--- src/rtl/ro_meas_ctrl.sv ---
// ----------------------------------------------------------------------------
// ro_meas_ctrl
//
// Purpose:
//   Measurement controller for the ring-oscillator pair (short/long).
//   It enables one ring, lets it settle for SETTLE_CYC cycles, and counts the
//   synchronized rising edges of that ring over a programmable window. Three
//   drain cycles follow, so edges still in the synchronizer are captured. The
//   result is published on count with a one-cycle done pulse. A sticky alarm
//   is raised when the result falls outside [thr_lo, thr_hi].
//
// Ports:
//   mclk, reset_n         clock, asynchronous active-low reset
//   start, abort          measurement request / immediate stop (abort wins)
//   ro_sel                ring select (0 short, 1 long), sampled on load
//   continuous            run measurements back-to-back while high
//   win_len               counting window in cycles (0 behaves as 1)
//   thr_lo, thr_hi        accepted count band (inclusive)
//   alarm_clr             clears the sticky alarm (a same-cycle set wins)
//   ro_short_q, ro_long_q pre-divided ring outputs (asynchronous)
//   ro_short_en/long_en   ring enables (never both high)
//   busy, done, count     status, result strobe, last result
//   alarm                 sticky out-of-band flag
//   last_sel              (ROCTRL_ALT_EN only) ring behind the current count
//
// Optional feature, macro ROCTRL_ALT_EN:
//   When defined, continuous runs alternate rings after the first
//   measurement, and the last_sel output is added.
// ----------------------------------------------------------------------------
module ro_meas_ctrl #(
  parameter int CNT_W      = 16,
  parameter int WIN_W      = 16,
  parameter int SETTLE_CYC = 8
) (
  input  logic             mclk,
  input  logic             reset_n,
  input  logic             start,
  input  logic             abort,
  input  logic             ro_sel,
  input  logic             continuous,
  input  logic [WIN_W-1:0] win_len,
  input  logic [CNT_W-1:0] thr_lo,
  input  logic [CNT_W-1:0] thr_hi,
  input  logic             alarm_clr,
  input  logic             ro_short_q,
  input  logic             ro_long_q,
  output logic             ro_short_en,
  output logic             ro_long_en,
  output logic             busy,
  output logic             done,
  output logic [CNT_W-1:0] count,
`ifdef ROCTRL_ALT_EN
  output logic             last_sel,
`endif
  output logic             alarm
);

  // The phase timer must hold both the settle length and the window length.
  localparam int TMR_W = (WIN_W > 8) ? WIN_W : 8;
  localparam logic [TMR_W-1:0] SETTLE_LAST = TMR_W'(SETTLE_CYC - 1);
  localparam logic [TMR_W-1:0] DRAIN_LAST  = TMR_W'(2);

  typedef enum logic [2:0] {
    S_IDLE, S_SETTLE, S_COUNT, S_DRAIN, S_DONE
  } state_e;

  state_e             state_q, state_d;
  logic [TMR_W-1:0]   timer_q, timer_d;
  logic [WIN_W-1:0]   win_q;
  logic               sel_q, sel_d;
  logic [2:0]         sync_q;
  logic [CNT_W-1:0]   cnt_q, cnt_d;
  logic               short_en_q, short_en_d;
  logic               long_en_q, long_en_d;
  logic               done_q, done_d;
  logic [CNT_W-1:0]   count_q, count_d;
  logic               alarm_q, alarm_d;
  logic               last_sel_q, last_sel_d;

  logic [WIN_W-1:0]   win_eff;
  logic [TMR_W-1:0]   win_last;
  logic               load_cfg;
  logic               ro_edge;
  logic               out_band;

  assign win_eff  = (win_len == '0) ? WIN_W'(1) : win_len;
  assign win_last = TMR_W'(win_q - WIN_W'(1));

  // Configuration is captured whenever a new SETTLE phase begins, i.e. on an
  // accepted start or on the DONE->SETTLE hop of a continuous run.
  assign load_cfg = (state_d == S_SETTLE) && (state_q != S_SETTLE);

  // Rising edge seen once the sample is two flops deep (third flop = history).
  assign ro_edge  = sync_q[1] & ~sync_q[2];

  // Lexicographic compare: with thr_lo > thr_hi every value is out of band.
  assign out_band = (cnt_q < thr_lo) || (cnt_q > thr_hi);

  // --------------------------------------------------------------------------
  // FSM: state register
  // --------------------------------------------------------------------------
  always_ff @(posedge mclk or negedge reset_n) begin
    if (!reset_n) state_q <= S_IDLE;
    else          state_q <= state_d;
  end

  // --------------------------------------------------------------------------
  // FSM: next-state logic
  // --------------------------------------------------------------------------
  always_comb begin
    state_d = state_q;
    case (state_q)
      S_IDLE:   if (start)                  state_d = S_SETTLE;
      S_SETTLE: if (timer_q == SETTLE_LAST) state_d = S_COUNT;
      S_COUNT:  if (timer_q == win_last)    state_d = S_DRAIN;
      S_DRAIN:  if (timer_q == DRAIN_LAST)  state_d = S_DONE;
      S_DONE:   state_d = continuous ? S_SETTLE : S_IDLE;
      default:  state_d = S_IDLE;
    endcase
    if (abort) state_d = S_IDLE;
  end

  // --------------------------------------------------------------------------
  // FSM: output logic (outputs are registered, one cycle behind the state)
  // --------------------------------------------------------------------------
  always_comb begin
    short_en_d = 1'b0;
    long_en_d  = 1'b0;
    done_d     = 1'b0;
    if (!abort) begin
      if (state_q == S_SETTLE || state_q == S_COUNT) begin
        short_en_d = ~sel_q;
        long_en_d  = sel_q;
      end
      done_d = (state_q == S_DONE);
    end
    count_d    = done_d ? cnt_q : count_q;
    alarm_d    = (done_d & out_band) | (alarm_q & ~alarm_clr);
    last_sel_d = done_d ? sel_q : last_sel_q;
  end

  // --------------------------------------------------------------------------
  // Datapath
  // --------------------------------------------------------------------------
  always_comb begin
    timer_d = timer_q + TMR_W'(1);
    if (state_d != state_q || state_q == S_IDLE) timer_d = '0;

    sel_d = ro_sel;
`ifdef ROCTRL_ALT_EN
    // Continuous runs alternate rings; only the first follows ro_sel.
    if (state_q == S_DONE) sel_d = ~sel_q;
`endif

    cnt_d = cnt_q;
    if (state_q == S_SETTLE && state_d == S_COUNT) begin
      cnt_d = '0;
    end else if ((state_q == S_COUNT || state_q == S_DRAIN) && ro_edge &&
                 (cnt_q != '1)) begin
      cnt_d = cnt_q + CNT_W'(1);
    end
  end

  always_ff @(posedge mclk or negedge reset_n) begin
    if (!reset_n) begin
      timer_q    <= '0;
      win_q      <= WIN_W'(1);
      sel_q      <= 1'b0;
      sync_q     <= '0;
      cnt_q      <= '0;
      short_en_q <= 1'b0;
      long_en_q  <= 1'b0;
      done_q     <= 1'b0;
      count_q    <= '0;
      alarm_q    <= 1'b0;
      last_sel_q <= 1'b0;
    end else begin
      timer_q    <= timer_d;
      if (load_cfg) begin
        win_q <= win_eff;
        sel_q <= sel_d;
      end
      sync_q     <= {sync_q[1:0], (sel_q ? ro_long_q : ro_short_q)};
      cnt_q      <= cnt_d;
      short_en_q <= short_en_d;
      long_en_q  <= long_en_d;
      done_q     <= done_d;
      count_q    <= count_d;
      alarm_q    <= alarm_d;
      last_sel_q <= last_sel_d;
    end
  end

  assign ro_short_en = short_en_q;
  assign ro_long_en  = long_en_q;
  assign busy        = (state_q != S_IDLE);
  assign done        = done_q;
  assign count       = count_q;
  assign alarm       = alarm_q;
`ifdef ROCTRL_ALT_EN
  assign last_sel    = last_sel_q;
`else
  logic unused_last_sel;
  assign unused_last_sel = last_sel_q;
`endif

endmodule

--- config.mk ---
export PLATFORM = sky130hd
export DESIGN_NAME = ro_meas_ctrl
export DESIGN_NICKNAME = d
export VERILOG_FILES = /design/src/rtl/ro_meas_ctrl.sv
export SDC_FILE = /design/constraint.sdc
export NUM_CORES = 1
export LEC_CHECK = 0
export ABC_CLOCK_PERIOD_IN_PS = 6000
export BUFFER_PORTS_ARGS = -buffer_cell sky130_fd_sc_hd__buf_2
export CAP_MARGIN = 0
export CORE_MARGIN = 4
export CORE_UTILIZATION = 45
export CTS_CLUSTER_DIAMETER = 100
export DETAILED_ROUTE_END_ITERATION = 7
export GPL_TIMING_DRIVEN = 0
export HOLD_SLACK_MARGIN = 0.02
export PLACE_DENSITY_LB_ADDON = 0.25
export SETUP_SLACK_MARGIN = 0.2
export SKIP_LAST_GASP = 1
export SLEW_MARGIN = 5
export SYNTH_ARGS = -nofsm -noshare
export SYNTH_HDL_FRONTEND = slang
export SYNTH_SLANG_ARGS = --single-unit
--- constraint.sdc ---
create_clock -name mclk -period 6 [get_ports mclk]
set_clock_uncertainty 0.15 [all_clocks]
set_input_delay 1.2 -clock mclk [delete_from_list [all_inputs] [get_ports mclk]]
set_output_delay 1.2 -clock mclk [all_outputs]
set_load 0.01 [all_outputs]
==> results.md <==
- Clk Latency, worst-skew pair: between 0.3 and 0.4 ns
- Req. time, crit path: 6.07 ns
- Crit path depth: 8
- Final Cell Area: 0.00548 sq mm
- Setup TNS: 0 ns
- Hold endpoint: sync_q[1]
- Post-layout nets: 660
- Met1 Usage GRT: between 20 and 25%
- PostCTS Resize Cnt: 0
- Most frequent cells in the layout: buf_2 (77), dfrtp_1 (74), inv_1 (44)
- Top delay family on crit path: compound AO/OA/AOI/OAI gates
- Total power: between 1 and 1.5 mW
- Vias in the first global route: around 3900
- Die Ht: 110 um
- Slowest Stage Delay on Critical Path: 0.49 ns
- R2R Setup Slk: 3.09 ns
- Routing usage on met3: 3.15%
- Post-synth EDFFs: 0
- Endpoint class of the critical path: flip-flop
- Outcome: complete, no violations
- Maximum VDD drop: 0.103 mV
- Asr flop ratio synth: 100%
- Synth cell types: 59
- Clock network fraction of total power: between 30% and 40%
- Vias: 3841
- Diodes inserted: 0
- Hold Path Cell Cnt: 0
- Synthesized net count: roughly 570
- Setup CP Type: input port to flip-flop
- Pwr dens: between 200 and 250 mW/mm^2
- Crit path cell chain: buf_2 > nor3_1 > o2111ai_1 > a2111oi_0 > and4_4 > a21bo_4 > buf_12 > a21oi_2
- Via density: between 5 and 6
- HPWL after detailed placement: 8230 um
- Final ANT Viol Nets: 0
- Share of post-route cells with drive strength above 1: 26.0%
- FF+latch count, synth: 75
- First-pass GRT wire length: ~18000 um
- Period utilization: about half
- M2 GR Usage: 32.5%
- TritonCTS clock tree: done
- Grt ovf: 0
- Internal power: 872 uW
- IO Pins: 78
- Sw power: about 330 uW
- Residual DRC: 0
- Antenna violations before repair: 0
- Flop pwr share: 48.5%
- CTS sink cnt: 75
- Unrepaired setup endpoints after global routing: no
- Leak pwr: ~2.6 nW
- Worst relative slew slack: 53.4%
- Fmax: 332 MHz
- Busiest layer in global routing: met2
- Slew Limit Fails: 0
- Critical path buffers and inverters: 2
- Switching Share: about 28%
- Wire length per cell: 15.3 um
- Hold-fix buffers at CTS: 0
- Placed cell area: ~0.0053 sq mm
- Slowest CP cell: a2111oi_0
- Port bufs: between 70 and 80
- Synth Cell Area: 0.00469 sq mm
- Worst r2r dst: timer_q[11]
- Comb power frac: 17.3%
- Sequential share of the synthesized area: between 40 and 50%
- Die Width: 110 um
- Crit path max fanout: 10
- Starting Density: 45.8%
- Core Box Area: 0.0102 sq mm
- Final setup fails: 0
- Mean Syn Cell Area: 9.79 sq um
- Clock transition at the registers of the reported paths: about 0.080 ns
- Initial DRT Pass Iterations: 8
- Synth Warn #: 0
- Area Growth Syn to Fin: 16.9%
- Root buf cell: clkbuf_8
- CTS Buffer Depth: 2
- Cells on worst reg2reg path: 11
- Commonest non-fill, non-tap cell in the layout: buf_2
- Reg-to-Reg Start: win_q[0]
- Worst Max-Slew Pin Slew: between 0.6 and 0.7 ns
- Synth Flop Type: dfrtp_1
- Tightest Hold Check Type: flip-flop to flip-flop
- Mapped Cells: approximately 480
- Critical path arrival: between 3 and 4 ns
- Hold Vio Cnt, Final: 0
- Worst setup SP type: input port
- H-tree levels: 3
- Min-delay src: sync_q[0]
- DIE AREA: 0.0121 sq mm
- DR iter-0 viols: ~270
- Largest net degree at the start of global routing: 41
- Clock buffer count from CTS: 9
- Postcts setup bufs: 0
- Routability congestion estimate: 0.832
- All-layer global routing usage: 19.4%
- Max Cap Violations: 0
- Row cnt: 37
- Routed WL: 10900 um
- Tmin final: 3.01 ns
[Yosys cell counts (2+ instances only)]
master,count,area share (%)
xnor2_1,32,6.0
a21oi_1,16,1.7
and3b_1,2,0.37
clkbuf_1,15,1.2
or3_1,4,0.53
nand2b_1,3,0.40
nor4_1,12,1.6
xor2_1,15,2.8
nand2_1,22,1.8
o2111ai_1,3,0.56
o31ai_1,3,0.48
o21ai_0,11,1.2
nor2_1,37,3.0
ha_1,35,9.3
mux2_2,31,7.4
o21a_1,5,0.80
nand3_1,16,1.7
and3_1,2,0.27
a21o_1,7,1.1
and4_1,2,0.37
and2_1,2,0.27
nor4b_1,2,0.37
o211ai_1,2,0.32
nor3_1,23,2.5
a21boi_0,3,0.48
a211o_1,2,0.37
nor2b_1,2,0.27
inv_1,44,3.5
nand3b_1,3,0.48
a21oi_2,10,1.9
nand4_1,9,1.2
a211oi_1,2,0.32
dfrtp_1,74,39
mux2i_1,2,0.43
a2111oi_0,2,0.37
[power by group through the flow]
stage | clock network (mW) | logic [mW] | registers, mW
after floorplan | 0 | 0.142 | 0.584
after global placement | 0 | 0.201 | 0.593
after detailed placement | 0 | 0.209 | 0.594
after CTS | 0.424 | 0.211 | 0.585
after global routing | 0.447 | 0.236 | 0.591
final | 0.412 | 0.209 | 0.585
[registers in the layout (all words and copies together) (netlist names)]
| signal | flops |
|---|---|
| cnt_q | 16 |
| count | 16 |
| timer_q | 16 |
| win_q | 16 |
| state_q | 3 |
| sync_q | 3 |
| alarm | 1 |
| done | 1 |
| ro_long_en | 1 |
| ro_short_en | 1 |
| sel_q | 1 |
[per-stage QoR]
| step | hold slack (ns) | util (%) | instances | worst slack [ns] |
|---|---|---|---|---|
| 2_1_floorplan | 0.181 | - | 479 | 3.22 |
| 4_1_cts | 0.223 | 53.6 | 709 | 3.04 |
| 6_report | 0.218 | 53.6 | 709 | 2.99 |
| 3_3_place_gp | 0.183 | 51.3 | 692 | 2.74 |
| 3_5_place_dp | 0.187 | 51.5 | 693 | 2.66 |
| 5_1_grt | 0.228 | 53.6 | 709 | 2.93 |
[cell type report]
type / instances / area (sq um)
tap: 136 / 170
clock inverter: 4 / 47.5
clock buffer: 12 / 165
multi-input combinational: 341 / 2550
inverter: 44 / 165
fill: 942 / 4750
sequential: 75 / 1880
buffer: 19 / 97.6
timing repair buffer: 78 / 408
[routing by layer]
metal,part of all wire [%],up-vias
li1,-,1866
met1,42,1826
met2,49,124
met3,6.1,25
met4,2.8,0
met5,0,-
[cells by family after synthesis]
logic type | share of synthesized area, %
buf+inv | 5.60
simple gates | 16.5
mux | 7.87
flops | 40.0
compound gates | 11.9
xor+xnor | 8.78
fa+ha+maj | 9.34
[how the worst max path moves through the flow]
stage | startpoint | to
finish | abort | timer_q[11]
global route | timer_q[2] | state_q[0]
CTS | abort | timer_q[14]
detailed placement | abort | timer_q[8]
global placement | abort | timer_q[13]
floorplan | thr_lo[1] | alarm
Power figures use the tool's default switching activity.
